File: src/rtl/dadd_result_buffer.sv
// dadd_result_buffer: captures every dadd result strobe into a DEPTH-entry
// FIFO of {addr, data} pairs and presents the head to a consumer over a
// valid/ready handshake. The producer cannot be stalled, so the block also
// reports occupancy and a sticky overflow flag, and counts dropped results.
module dadd_result_buffer #(
    parameter int DEPTH = 8,
    parameter int AW    = $clog2(DEPTH)
) (
    input  logic          clk,
    input  logic          reset_n,
    input  logic          dadd_out_en,
    input  logic [31:0]   dadd_out_addr,
    input  logic [31:0]   dadd_out,
    output logic          rslt_valid,
    input  logic          rslt_ready,
    output logic [31:0]   rslt_addr,
    output logic [31:0]   rslt_data,
    output logic [AW:0]   level,
    output logic          empty,
    output logic          full,
    output logic          overflow,
    output logic [15:0]   drop_cnt,
    input  logic          clr_ovf
);

    localparam int          PTR_W     = AW + 1;
    localparam logic [AW:0] DEPTH_L   = PTR_W'(DEPTH);
    localparam logic [AW:0] PTR_ONE   = PTR_W'(1);
    localparam logic [15:0] CNT_MAX   = 16'hFFFF;

    // Storage carries no reset: entries are only meaningful between pointers.
    logic [63:0]  mem_q [DEPTH];

    logic [AW:0]  wr_ptr_q, wr_ptr_d;
    logic [AW:0]  rd_ptr_q, rd_ptr_d;
    logic         overflow_q, overflow_d;
    logic [15:0]  drop_cnt_q, drop_cnt_d;

    logic [AW:0]  level_s;
    logic         empty_s;
    logic         full_s;
    logic         pop_s;
    logic         push_s;
    logic         drop_s;
    logic [63:0]  head_s;

    // Occupancy and handshake qualifiers derived from the registered pointers.
    always_comb begin
        level_s = wr_ptr_q - rd_ptr_q;
        empty_s = (level_s == {PTR_W{1'b0}});
        full_s  = (level_s == DEPTH_L);
        pop_s   = (!empty_s) && rslt_ready;
        // A pop in the same cycle frees a slot, so a full FIFO still accepts.
        push_s  = dadd_out_en && ((!full_s) || pop_s);
        drop_s  = dadd_out_en && full_s && (!pop_s);
    end

    // Next-state for pointers, sticky overflow flag and saturating drop count.
    always_comb begin
        wr_ptr_d   = wr_ptr_q;
        rd_ptr_d   = rd_ptr_q;
        overflow_d = overflow_q;
        drop_cnt_d = drop_cnt_q;

        if (push_s) begin
            wr_ptr_d = wr_ptr_q + PTR_ONE;
        end else begin
            wr_ptr_d = wr_ptr_q;
        end

        if (pop_s) begin
            rd_ptr_d = rd_ptr_q + PTR_ONE;
        end else begin
            rd_ptr_d = rd_ptr_q;
        end

        // A drop coinciding with a clear wins: the flag stays set, count restarts at 1.
        if (drop_s) begin
            overflow_d = 1'b1;
            if (clr_ovf) begin
                drop_cnt_d = 16'd1;
            end else if (drop_cnt_q != CNT_MAX) begin
                drop_cnt_d = drop_cnt_q + 16'd1;
            end else begin
                drop_cnt_d = drop_cnt_q;
            end
        end else if (clr_ovf) begin
            overflow_d = 1'b0;
            drop_cnt_d = 16'd0;
        end else begin
            overflow_d = overflow_q;
            drop_cnt_d = drop_cnt_q;
        end
    end

    // Control state registers, cleared asynchronously on reset.
    always_ff @(posedge clk or negedge reset_n) begin
        if (!reset_n) begin
            wr_ptr_q   <= {PTR_W{1'b0}};
            rd_ptr_q   <= {PTR_W{1'b0}};
            overflow_q <= 1'b0;
            drop_cnt_q <= 16'd0;
        end else begin
            wr_ptr_q   <= wr_ptr_d;
            rd_ptr_q   <= rd_ptr_d;
            overflow_q <= overflow_d;
            drop_cnt_q <= drop_cnt_d;
        end
    end

    // Result storage write port; the index drops the pointer wrap bit.
    always_ff @(posedge clk) begin
        if (push_s) begin
            mem_q[wr_ptr_q[AW-1:0]] <= {dadd_out_addr, dadd_out};
        end
    end

    // Show-ahead head of the FIFO, forced to zero while nothing is queued.
    always_comb begin
        head_s = mem_q[rd_ptr_q[AW-1:0]];
        if (empty_s) begin
            rslt_valid = 1'b0;
            rslt_addr  = 32'd0;
            rslt_data  = 32'd0;
        end else begin
            rslt_valid = 1'b1;
            rslt_addr  = head_s[63:32];
            rslt_data  = head_s[31:0];
        end
    end

    // Status outputs straight from registered state.
    always_comb begin
        level    = level_s;
        empty    = empty_s;
        full     = full_s;
        overflow = overflow_q;
        drop_cnt = drop_cnt_q;
    end

endmodule

File: config.mk
export PLATFORM = sky130hd
export DESIGN_NAME = dadd_result_buffer
export DESIGN_NICKNAME = d
export VERILOG_FILES = /design/src/rtl/dadd_result_buffer.sv
export SDC_FILE = /design/constraint.sdc
export NUM_CORES = 1
export LEC_CHECK = 0
export CORE_ASPECT_RATIO = 0.6
export CORE_MARGIN = 1
export CORE_UTILIZATION = 46
export CTS_BUF_LIST = sky130_fd_sc_hd__clkbuf_4
export CTS_CLUSTER_SIZE = 30
export DETAILED_ROUTE_END_ITERATION = 10
export HOLD_SLACK_MARGIN = 0.08
export PLACE_DENSITY_LB_ADDON = 0.05
export SYNTH_ARGS = -nofsm -noshare
export SYNTH_HDL_FRONTEND = slang
export SYNTH_SLANG_ARGS = --single-unit
File: constraint.sdc
create_clock -name clk -period 10.8 [get_ports clk]
set_input_delay 2.7 -clock clk [delete_from_list [all_inputs] [get_ports clk]]
set_output_delay 2.7 -clock clk [all_outputs]
set_load 0.01 [all_outputs]
==> flow_summary.json, run 1 <==
{
  "synthCells": 1048,
  "p_int_mw": 4.640,
  "irDropWorstVdd_mv": 0.1624,
  "wire_per_inst_um": 22.83,
  "pwr_density_cell_nw_per_um2": 277.2,
  "syn_to_final_growth_pct": 18.09,
  "wirelength_um": 45230,
  "grt_max_degree": 67,
  "nFillCells": 3530,
  "clock_latency_ns": 0.80,
  "clk_pin_slew_worst_paths_ns": 0.07,
  "num_vias": 10757,
  "cp_data_arrival_time_ns": 5.04,
  "synth_nets": 1124,
  "synth.distinct_cells": 53,
  "yosysMostFrequentCell": "edfxtp_1",
  "grt_pass1_wl_um": 69500,
  "synth_ff_type": "edfxtp_1",
  "p_seq_frac": 0.406,
  "cts_sinks": 537,
  "cts_hold_buffers": 0,
  "io_pins": 157,
  "clkPwrFrac": 0.229,
  "fp.dieW_um": 277.4,
  "power_switching_mw": 2.213,
  "synth_seq_cells": 537,
  "die_h_um": 167.3,
  "cts_resized": 0,
  "synth_top_area_frac": 0.7343,
  "crit_path_end_kind": "output port",
  "start_util": 0.4672,
  "final_nets": 1366,
  "antenna_found_initial": 3,
  "gp_congestion": 0.7574,
  "ctsRootBufferMaster": "clkbuf_4",
  "final_core_utilization": 0.5517,
  "place_hpwl_um": 23260,
  "slowest_delay_ns": 1.10,
  "cp_max_fo": 66,
  "setup_viol": 0,
  "drtIter0Drc": 862,
  "postCtsSetupBuffers": 0,
  "first_pass_iters": 7,
  "worstSetupPathType": "reg -> out",
  "min_path_type": "reg -> reg",
  "timing.final.crit_share": 0.7166,
  "cp_cell_sequence": "ha_1, inv_1, fa_1, xor2_1, or3_1, a21o_1, inv_2, buf_4, a21oi_1, clkdlybuf4s50_1",
  "clk_path_buf_depth": 3,
  "grt_usage": 0.2008,
  "fin_skew_ns": 0.04766,
  "cp-start-kind": "flip-flop",
  "portBuffers": 156,
  "timing.final.hold_violations": 0,
  "synth_top_area_cell": "edfxtp_1",
  "grt_setup_unrepaired": "no",
  "critPathRequiredTime_ns": 8.10,
  "setup_tns_ns": 0,
  "cts_tree": "built",
  "max_freq_ghz": 0.1292,
  "multi_input_area_um2": 4651,
  "synthTopCellsByArea": "edfxtp_1, mux4_2, dfrtp_1",
  "std_cell_rows": 60,
  "max_cap_violations": 0,
  "drc_errors": 0,
  "htree_levels": 3,
  "viasPerCell": 5.430,
  "combinationalPowerShare": 0.365,
  "relSlewSlack": 0.2701,
  "p_leak_nw": 8.148,
  "cp_slowest_cell": "dfrtp_4",
  "fp.coreArea_um2": 44820,
  "ff_latch_area_um2": 16010,
  "grt_overflow_total": 0,
  "sw_frac_of_total": 0.3229,
  "synth-edff-count": 512,
  "slew_viol_final": 0,
  "async_reset_ff_frac": 0.04655,
  "dieArea_um2": 46400,
  "period_needed_ns": 7.740,
  "numCtsBuffers": 121,
  "ant_nets": 0,
  "syn_area_per_cell_um2": 19.98,
  "synth.yosys.seq_area_share": 0.7642,
  "syn_area_um2": 20940,
  "first_global_vias": 11336,
  "status": "finished, final reports clean",
  "drive_gt1_frac": 0.2664,
  "yosysWarnings": 0,
  "synthTopCellsByCount": "edfxtp_1, nand2_1, mux4_2",
  "worst_pin_slew_ns": 1.089
}
## worst max-delay path: cells and delay by family (launching register included)
family | cells | cell delay, ns
AOI/OAI and AO/OA | 2 | 0.44
buffers and inverters | 4 | 1.40
and+or+nand+nor | 1 | 0.36
DFF | 1 | 1.10
adders and majority gates | 2 | 0.68
xor gates and xnor gates | 1 | 0.19
## cells in the final DEF (no fill, tap or decap), types with 3 or more instances in the layout
cell	synthesis	routed
mux4_2	128	128
o31ai_1	4	4
clkbuf_4	0	182
nor2b_1	4	4
diode_2	0	3
nor2_1	10	8
o211ai_1	4	4
clkinv_1	0	31
inv_2	1	4
a21o_1	3	3
ha_1	6	6
inv_1	13	11
or3_1	3	3
dfrtp_1	25	22
nand3_1	5	5
nor4_2	2	3
nand2_1	139	139
xnor2_1	5	5
or4_1	6	6
nor3_2	0	4
xor2_1	3	3
buf_4	7	20
edfxtp_1	512	512
nand4_1	8	8
clkdlybuf4s50_1	0	156
clkinv_2	0	5
a21oi_1	69	69
## through the flow
step           hold slack [ns]  cells  power [mW]  worst slack, ns  instance area [um2]
6_report                0.5226   1981       6.853            3.061                24730
5_1_grt                 0.5651   1980       7.244            2.635                24720
4_1_cts                 0.5241   1978       6.985            2.813                24720
3_5_place_dp            0.5138   1756       5.396            3.751                23160
3_3_place_gp            0.5098   1756       5.390            3.806                23160
2_1_floorplan           0.4924   1048       4.296            1.112                20940
## state kept, by name (all words and copies together), names as in the netlist
register / cells
rd_ptr_q: 4
mem_q: 512
drop_cnt: 16
wr_ptr_q: 4
overflow: 1
## final timing paths
| kind | startpoint | endpoint | slack, ns | cells past startpoint |
|---|---|---|---|---|
| max in group asynchronous | reset_n | drop_cnt[9] | 8.23 | 2 |
| min | overflow | overflow | 0.52 | 2 |
| max | rd_ptr_q[0] | rslt_addr[10] | 3.06 | 10 |
| min reg2reg | overflow | overflow | 0.52 | 2 |
| max reg2reg | rd_ptr_q[0] | mem_q[6][41] | 5.96 | 9 |
| min in group asynchronous | reset_n | drop_cnt[12] | 2.27 | 2 |
## cells by family (layout without fill, tap and decap cells)
kind of cell,Yosys count,in the layout,share of synthesized area
multiplexers,133,133,0.1407
AO/OA/AOI/OAI,92,92,0.02564
AND/OR/NAND/NOR,199,199,0.04512
buffers and inverters,71,412,0.01566
flip-flops,537,537,0.7642
other,0,3,0
adder cells (fa/ha/maj),7,7,0.004542
XOR/XNOR,9,9,0.004124
## power by group through the flow
stage               sequential [mW]  combinational, mW  clock (mW)
CTS                            2.79               2.57        1.62
finish                         2.78               2.50        1.57
detailed placement             2.83               2.56           0
floorplan                      2.76               1.53           0
global placement               2.83               2.56           0
global route                   2.82               2.70        1.72
## metal layers
metal  global-route usage  routed length (um)
met5                    0                   0
met4              0.05773                 688
met3              0.04646                2187
met2               0.3029               20900
met1               0.2945               21460
## final cells by class
type	count	share of cell area
Clock inverter	40	0.007692
Timing Repair Buffer	176	0.06922
Clock buffer	182	0.05526
Sequential cell	537	0.6475
Antenna cell	3	0.0003036
Multi-Input combinational cell	440	0.1881
Inverter	14	0.002176
Tap cell	589	0.02980
(Power assumes the default switching activity.)
==> run 2: changes to the inputs <==
==> constraint.sdc (replaced) <==
create_clock -name clk -period 7.5 [get_ports clk]
set_input_delay 1.875 -clock clk [delete_from_list [all_inputs] [get_ports clk]]
set_output_delay 1.875 -clock clk [all_outputs]
set_load 0.01 [all_outputs]
==> flow_summary.json, run 2 (same netlist as run 1, synthesis figures left out) <==
{
  "portBuffers": 156,
  "timing.final.hold_violations": 0,
  "max_cap_violations": 0,
  "drc_errors": 0,
  "grt_pass1_wl_um": 70660,
  "power_switching_mw": 3.272,
  "place_hpwl_um": 23650,
  "cp-start-kind": "flip-flop",
  "multi_input_area_um2": 4659,
  "fin_skew_ns": 0.03319,
  "mostFrequentLayoutCell": "edfxtp_1",
  "clk_pin_slew_worst_paths_ns": 0.06,
  "grt_setup_unrepaired": "no",
  "timing.final.crit_share": 0.9020,
  "setup_viol": 0,
  "antenna_found_initial": 3,
  "stdcell_count": 1980,
  "fp.coreArea_um2": 44820,
  "cp_data_arrival_time_ns": 4.89,
  "cts_hold_buffers": 0,
  "final_cell_mix": "edfxtp_1, clkbuf_4, clkdlybuf4s50_1, nand2_1, mux4_2",
  "cts_tree": "built",
  "htree_levels": 4,
  "slew_viol_final": 0,
  "period_needed_ns": 6.765,
  "start_util": 0.4672,
  "wirelength_um": 46340,
  "p_leak_nw": 8.187,
  "sw_frac_of_total": 0.3263,
  "dieArea_um2": 46400,
  "io_pins": 157,
  "combinationalPowerShare": 0.370,
  "ant_nets": 0,
  "reg2regPathDepth": 9,
  "worst_pin_slew_ns": 1.064,
  "critPathRequiredTime_ns": 5.62,
  "postCtsSetupBuffers": 0,
  "setup_tns_ns": 0,
  "max_freq_ghz": 0.1478,
  "syn_to_final_growth_pct": 18.59,
  "cts_sinks": 537,
  "pwr_density_cell_nw_per_um2": 403.8,
  "cp_max_fo": 36,
  "min_path_type": "reg -> reg",
  "worstSetupPathType": "reg -> out",
  "cts_resized": 0,
  "numCtsBuffers": 131,
  "grt_overflow_total": 0,
  "final_nets": 1378,
  "drtIter0Drc": 792,
  "largest_reg_flops": 512,
  "first_pass_iters": 5,
  "clk_path_buf_depth": 3,
  "first_global_vias": 11413,
  "fp.dieW_um": 277.4,
  "gp_congestion": 0.7739,
  "crit_path_end_kind": "output port",
  "ctsRootBufferMaster": "clkbuf_4",
  "status": "finished, final reports clean",
  "drive_gt1_frac": 0.2727,
  "p_int_mw": 6.755,
  "clock_latency_ns": 0.82,
  "worstHoldPathCells": 2,
  "ff_latch_area_um2": 16010,
  "die_h_um": 167.3,
  "num_vias": 10816,
  "std_cell_rows": 60,
  "grt_usage": 0.2066,
  "nFillCells": 3529,
  "clkPwrFrac": 0.237,
  "relSlewSlack": 0.2904,
  "dpl.cell_count": 1758,
  "p_seq_frac": 0.393,
  "irDropWorstVdd_mv": 0.3441,
  "grt_max_degree": 110,
  "wire_per_inst_um": 23.40,
  "viasPerCell": 5.463
}
-- run 2: changes by cell type in the layout (fill, tap and decap cells not counted), sizes merged --
| cell | delta |
|---|---|
| buf | +2 |
| clkinv | -7 |
| clkinvlp | +2 |
| diode | -2 |
| bufinv | +1 |
| clkbuf | -1 |
| inv | +4 |
-- run 2: layout make-up --
cell class	instances	share of cell area
Antenna cell	1	0.0001008
Tap cell	589	0.02968
Clock buffer	181	0.05472
Multi-Input combinational cell	440	0.1877
Timing Repair Buffer	178	0.07004
Inverter	14	0.002167
Sequential cell	537	0.6447
Clock inverter	40	0.01088
-- run 2: power groups by stage --
stage          sequential [mW]  combinational, mW  clock [mW]
2_1_floorplan             3.97               2.21           0
3_3_place_gp              4.00               3.79           0
3_5_place_dp              4.01               3.79           0
4_1_cts                   3.95               3.80        2.47
5_1_grt                   3.98               4.00        2.62
6_report                  3.94               3.71        2.38
-- run 2: stage by stage --
stage / setup WS [ns] / instance area, um2 / util / total power, mW / hold WS [ns]
after floorplan: 0.09230 / 20940 / - / 6.183 / 0.4924
after global placement: 1.548 / 23200 / 0.5176 / 7.790 / 0.5116
after detailed placement: 1.474 / 23200 / 0.5176 / 7.797 / 0.5150
after CTS: 0.5575 / 24830 / 0.5540 / 10.22 / 0.5239
after global routing: 0.4058 / 24830 / 0.5540 / 10.60 / 0.5570
final: 0.7347 / 24830 / 0.5540 / 10.03 / 0.5162
-- run 2: path summary, 6_finish.rpt --
path	slack (ns)	end	startpoint
max in group asynchronous	5.77	rd_ptr_q[0]	reset_n
min	0.52	overflow	overflow
min in group asynchronous	1.43	drop_cnt[10]	reset_n
max	0.73	empty	rd_ptr_q[0]
min reg2reg	0.52	overflow	overflow
max reg2reg	3.31	mem_q[3][51]	rd_ptr_q[0]
-- run 2: worst max-delay path, cell delays in order (launching register included) --
cell and delay (ns):
dfrtp_4 0.74, ha_1 0.26, inv_1 0.05, fa_1 0.36
xor2_1 0.19, or3_1 0.35, a21o_1 0.21, inv_2 0.77
buf_4 0.50, clkdlybuf4s50_1 0.61
-- run 2: layer usage --
layer  track usage  share of wire  vias to the layer above  wire length (um)
met3       0.05079          0.057                       66              2638
met4       0.06377          0.014                        2               635
met2        0.3127           0.47                      297             21760
met1        0.2980           0.46                     5610             21300
li1              -              -                     4841                 -
met5             0        0.00028                        -                13
==> run 3: changes to the inputs <==
--- a/config.mk
+++ b/config.mk
@@ -6,13 +6,13 @@
 export NUM_CORES = 1
 export LEC_CHECK = 0
 export CORE_ASPECT_RATIO = 0.6
-export CORE_MARGIN = 1
 export CORE_UTILIZATION = 46
 export CTS_BUF_LIST = sky130_fd_sc_hd__clkbuf_4
 export CTS_CLUSTER_SIZE = 30
 export DETAILED_ROUTE_END_ITERATION = 10
 export HOLD_SLACK_MARGIN = 0.08
 export PLACE_DENSITY_LB_ADDON = 0.05
+export SLEW_MARGIN = 5
 export SYNTH_ARGS = -nofsm -noshare
 export SYNTH_HDL_FRONTEND = slang
 export SYNTH_SLANG_ARGS = --single-unit
==> results of run 3 <==
Final layout, timing and power as in run 2 (identical DEF).
